[src/rtl/rf_multiport.sv]
// Multiport register file: two combinational read ports with write-first bypass, one write port,
// a debug tap with constant offset, and a sequential clear engine that zeroes one entry per cycle.
module rf_multiport #(
  parameter int unsigned DW      = 32,
  parameter int unsigned AW      = 5,
  parameter bit          ZERO_R0 = 1'b1,
  parameter logic [31:0] DBG_OFS = 32'h20
) (
  input  logic          clk,
  input  logic          rst,
  input  logic [AW-1:0] ra1,
  input  logic [AW-1:0] ra2,
  output logic [DW-1:0] rd1,
  output logic [DW-1:0] rd2,
  input  logic [AW-1:0] wa,
  input  logic [DW-1:0] wd,
  input  logic          we,
  input  logic          clr,
  output logic          busy,
  input  logic [AW-1:0] dbg_sel,
  output logic [DW-1:0] dbg_q
);

  localparam int unsigned Depth = 2 ** AW;

  typedef enum logic {StIdle, StClear} state_e;

  state_e        state_q, state_d;
  logic [AW-1:0] cnt_q, cnt_d;
  logic [DW-1:0] mem_q [Depth];
  logic          wr_en;

  assign busy  = (state_q == StClear);
  // Writes are dropped during a clear, during reset, and to a hardwired entry 0.
  assign wr_en = we && !busy && !rst && !(ZERO_R0 && (wa == '0));

  always_comb begin
    state_d = state_q;
    cnt_d   = cnt_q;
    case (state_q)
      StIdle: begin
        if (clr) begin
          state_d = StClear;
          cnt_d   = '0;
        end
      end
      StClear: begin
        cnt_d = cnt_q + 1'b1;
        if (&cnt_q) state_d = StIdle;
      end
    endcase
  end

  always_ff @(posedge clk) begin
    if (rst) begin
      state_q <= StIdle;
      cnt_q   <= '0;
      for (int unsigned i = 0; i < Depth; i++) mem_q[i] <= '0;
    end else begin
      state_q <= state_d;
      cnt_q   <= cnt_d;
      if (busy) begin
        mem_q[cnt_q] <= '0;
      end else if (wr_en) begin
        mem_q[wa] <= wd;
      end
    end
  end

  always_comb begin
    rd1 = mem_q[ra1];
    if (ZERO_R0 && (ra1 == '0)) begin
      rd1 = '0;
    end else if (wr_en && (ra1 == wa)) begin
      rd1 = wd;
    end
  end

  always_comb begin
    rd2 = mem_q[ra2];
    if (ZERO_R0 && (ra2 == '0)) begin
      rd2 = '0;
    end else if (wr_en && (ra2 == wa)) begin
      rd2 = wd;
    end
  end

  // Modulo 2**DW: the carry out of the add is simply dropped.
  assign dbg_q = mem_q[dbg_sel] + DW'(DBG_OFS);

endmodule

[config.mk]
export PLATFORM = sky130hd
export DESIGN_NAME = rf_multiport
export DESIGN_NICKNAME = d
export VERILOG_FILES = /design/src/rtl/rf_multiport.sv
export SDC_FILE = /design/constraint.sdc
export NUM_CORES = 2
export LEC_CHECK = 0
export CAP_MARGIN = 10
export CORE_MARGIN = 3
export CORE_UTILIZATION = 55
export DETAILED_ROUTE_END_ITERATION = 10
export GPL_ROUTABILITY_DRIVEN = 0
export HOLD_SLACK_MARGIN = 0.05
export PLACE_DENSITY_LB_ADDON = 0.3
export SLEW_MARGIN = 20
export SYNTH_ARGS = -nofsm -noshare
export SYNTH_HDL_FRONTEND = slang
export SYNTH_SLANG_ARGS = --single-unit
[constraint.sdc]
create_clock -name clk -period 3.9 [get_ports clk]
set_clock_uncertainty 0.1 [all_clocks]
set_input_delay 0.585 -clock clk [delete_from_list [all_inputs] [get_ports clk]]
set_output_delay 0.585 -clock clk [all_outputs]
set_load 0.1 [all_outputs]
==> metrics <==
status=finished, violations left; failing checks=setup timing; ranking of synthesized cells by area=edfxtp_1 (49%), mux4_2 (25%), mux2i_1 (6.9%); DR vias=48210; detailed placement HPWL=150 mm; maximum capacitance violations=0; final worst slack=-0.408 ns; Worst Hold End=cnt_q[2]; Max clock buf depth=3; Initial DRC Count=8937; Pre-Repair DR Iteration Count=9; clk slew on worst S/H paths=0.06 ns; worst reg2reg endpoint=mem_q[22][13]; RR Startpoint=busy; Final period util=110%; fmax=232 MHz; DIE AREA=0.117 mm2; pwr/cell area=400 mW/mm2; number of synthesized register bits=1030; Distinct cells, synth=58; Final Hold Fails=0; WS Path Type=primary input to primary output; Switching Fraction=28.7%; Worst Path Required=3.21 ns; CP max stage delay=0.38 ns; Mapped Avg Cell Area=13.9 um2; Num CTS Buffers=113; RSZ-0062 raised after global routing=yes; Place WS=-0.495 ns; Max transition margin=34.5%; largest net degree at the start of global routing=48; clock power share=35.4%; fin crit period=4.31 ns; Yosys warnings=0; Remaining Overflow, GRT=0; Worst Tran Pin Value=0.979 ns; top-level I/O count=153; Initial Util=55.8%; WP data arrival=3.62 ns; Async SR Flop Fraction=0%; nets=4902; first-pass GRT wire length=341 mm; CP Capture Type=primary output; min-delay worst type=flop to flop; reg2reg path depth=10; synthesized area=0.0623 mm2; Int Power=21.7 mW; clock latency on the worst-skew pair=0.71 ns; flop-to-flop setup slack=0.54 ns; Die W=343 um; cts hold-fix bufs=0; CP startpoint kind=primary input; Max IR drop VDD=0.000379 V; area leader, netlist=edfxtp_1; WL/cell=37.6 um; worst hold start=cnt_q[2]; ANT nets after route=0; synthesized netlist cell count=4484; CTS tree=yes; Max H-tree Level=3; fin. max-slew vios=0; number of flops mapped to enable cells by yosys=1024; port buffer count=152; initial antenna violation count=3; Crit Path Max Fanout=11; Most common cell on crit path=buf_12; top_reg_cell synth=edfxtp_1; DR vias/cell=7.51; proportion of netlist area held by the largest area contributor=49.4%; crit path cell chain=buf_12 -> buf_16 -> buf_12 -> buf_12 -> mux2i_1 -> a22oi_1 -> nand3_1 -> nand4_1 -> nand4_1 -> buf_6 -> nor4_4 -> buf_12 -> buf_8 -> nand4b_1 -> xor2_4 -> buf_12; Num Clock Sinks=1030; static leakage=26.7 nW; number of global-route vias before repair=48010; register area share after synthesis=49.6%; final WL=241 mm; hold path depth=2; Slowest-stage cell, CP=nor4_4; Design Area, Final=0.0761 mm2; number of remaining DRC errors=0; Logic pwr share=22.2%; dpl cell area=0.0716 mm2; Die Y=343 um; Sequential Power Share=42.4%; area grow syn2layout=22.2%; Core Footprint=0.112 mm2; cell row count=122; clock root buffer=clkbuf_16; All-Layer GR Usage=41.1%; final setup violation count=20; Psw=8.74 mW; layout cells sized above 1=35.5%
## worst max path at each step
stage                        startpoint        end  slack, ns  cells past startpoint
after floorplan                  ra2[0]     rd2[1]      -0.38                      8
after global placement       dbg_sel[3]  dbg_q[31]      -0.47                     15
after detailed placement     dbg_sel[3]  dbg_q[31]      -0.49                     15
after CTS                 mem_q[28][12]  dbg_q[20]      -0.34                     11
after global routing         dbg_sel[1]  dbg_q[29]      -0.45                     16
final                        dbg_sel[1]  dbg_q[29]      -0.41                     16
## cell usage after synthesis, types with 5 or more instances
master	number
a21oi_1	41
nand2_1	105
and3_1	5
nand4_1	19
mux4_2	705
a211oi_1	124
xnor2_1	16
buf_1	27
nor3_1	10
buf_6	21
edfxtp_1	1024
nor2_1	1097
clkbuf_1	335
nand3_1	79
a22oi_1	148
a31oi_1	6
mux4_1	9
nand2b_1	38
mux2i_1	429
mux2_2	8
buf_2	84
dfxtp_1	6
nor3b_1	5
buf_4	29
xor2_1	18
nor2b_1	39
inv_1	5
## critical path: cells and delay by family
| family | cells | cell delay (ns) |
|---|---|---|
| and+or+nand+nor | 5 | 1.09 |
| buffers and inverters | 8 | 1.31 |
| xor gates and xnor gates | 1 | 0.24 |
| AOI/OAI and AO/OA | 1 | 0.23 |
| muxes | 1 | 0.12 |
## area by class of cell
cell class	instances	area, um2
Clock buffer	132	3010
Fill cell	7353	35500
Antenna cell	9	22.5
Multi-Input combinational cell	2982	30900
Inverter	7	26.3
Clock inverter	65	629
Tap cell	1488	1860
Timing Repair Buffer	709	8850
Sequential cell	1030	30900
## routing by layer
| metal | GRT usage (%) | share of wire (%) |
|---|---|---|
| met5 | 0 | 0.0050 |
| met2 | 59.6 | 43 |
| met1 | 51.5 | 30 |
| met4 | 27.9 | 9.0 |
| met3 | 15.7 | 18 |
## state kept, by name (all words and copies together) (netlist names)
register	count
busy	1
mem_q	1024
cnt_q	5
## metrics by stage
stage | setup TNS (ns) | std cells | hold slack (ns) | total power, mW | util (%)
6_report | -5.28 | 6422 | 0.470 | 30.4 | 68.2
3_5_place_dp | -4.13 | 6165 | 0.455 | 19.6 | 64.2
3_3_place_gp | -3.50 | 6165 | 0.434 | 19.5 | 64.2
5_1_grt | -5.91 | 6413 | 0.509 | 31.0 | 68.2
4_1_cts | -4.99 | 6382 | 0.464 | 30.2 | 67.8
2_1_floorplan | -1.27 | 4515 | 0.401 | 17.0 | -
## cells by family after synthesis
family | after synthesis | synth area share [%]
other cells | 1 | 0.00602
xor+xnor | 34 | 0.478
mux | 1151 | 32.9
buf+inv | 503 | 3.63
fa+ha+maj | 3 | 0.0603
simple gates | 1417 | 9.36
flops | 1030 | 49.6
compound gates | 345 | 4.00
## power by group through the flow
stage / registers, mW / logic (mW) / clock network, mW
after CTS: 12.9 / 6.57 / 10.8
after global placement: 13.1 / 6.43 / 0
after detailed placement: 13.1 / 6.48 / 0
after floorplan: 13.0 / 4.05 / 0
after global routing: 12.9 / 6.87 / 11.2
final: 12.9 / 6.76 / 10.8
## placed cells by master, fill, tap and decap left out, drive strengths merged, types with 10 or more instances in the layout
cell type	count
a211oi	125
a21oi	41
a22oi	148
buf	663
bufinv	12
clkbuf	134
clkdlybuf4s50	41
clkinv	48
conb	32
edfxtp	1024
mux2i	429
mux4	714
nand2	105
nand2b	38
nand3	79
nand4	20
nor2	1097
nor2b	39
nor3	10
xnor2	16
xor2	18
## what timing repair did
item / in CTS / in global routing
pin swaps: 27 / 50
buffers inserted: 21 / 35
endpoints found under the setup margin: 20 / 22
cloned: 3 / 1
gates resized for setup: 52 / 44
No activity file was read; power rests on OpenSTA's default activity.
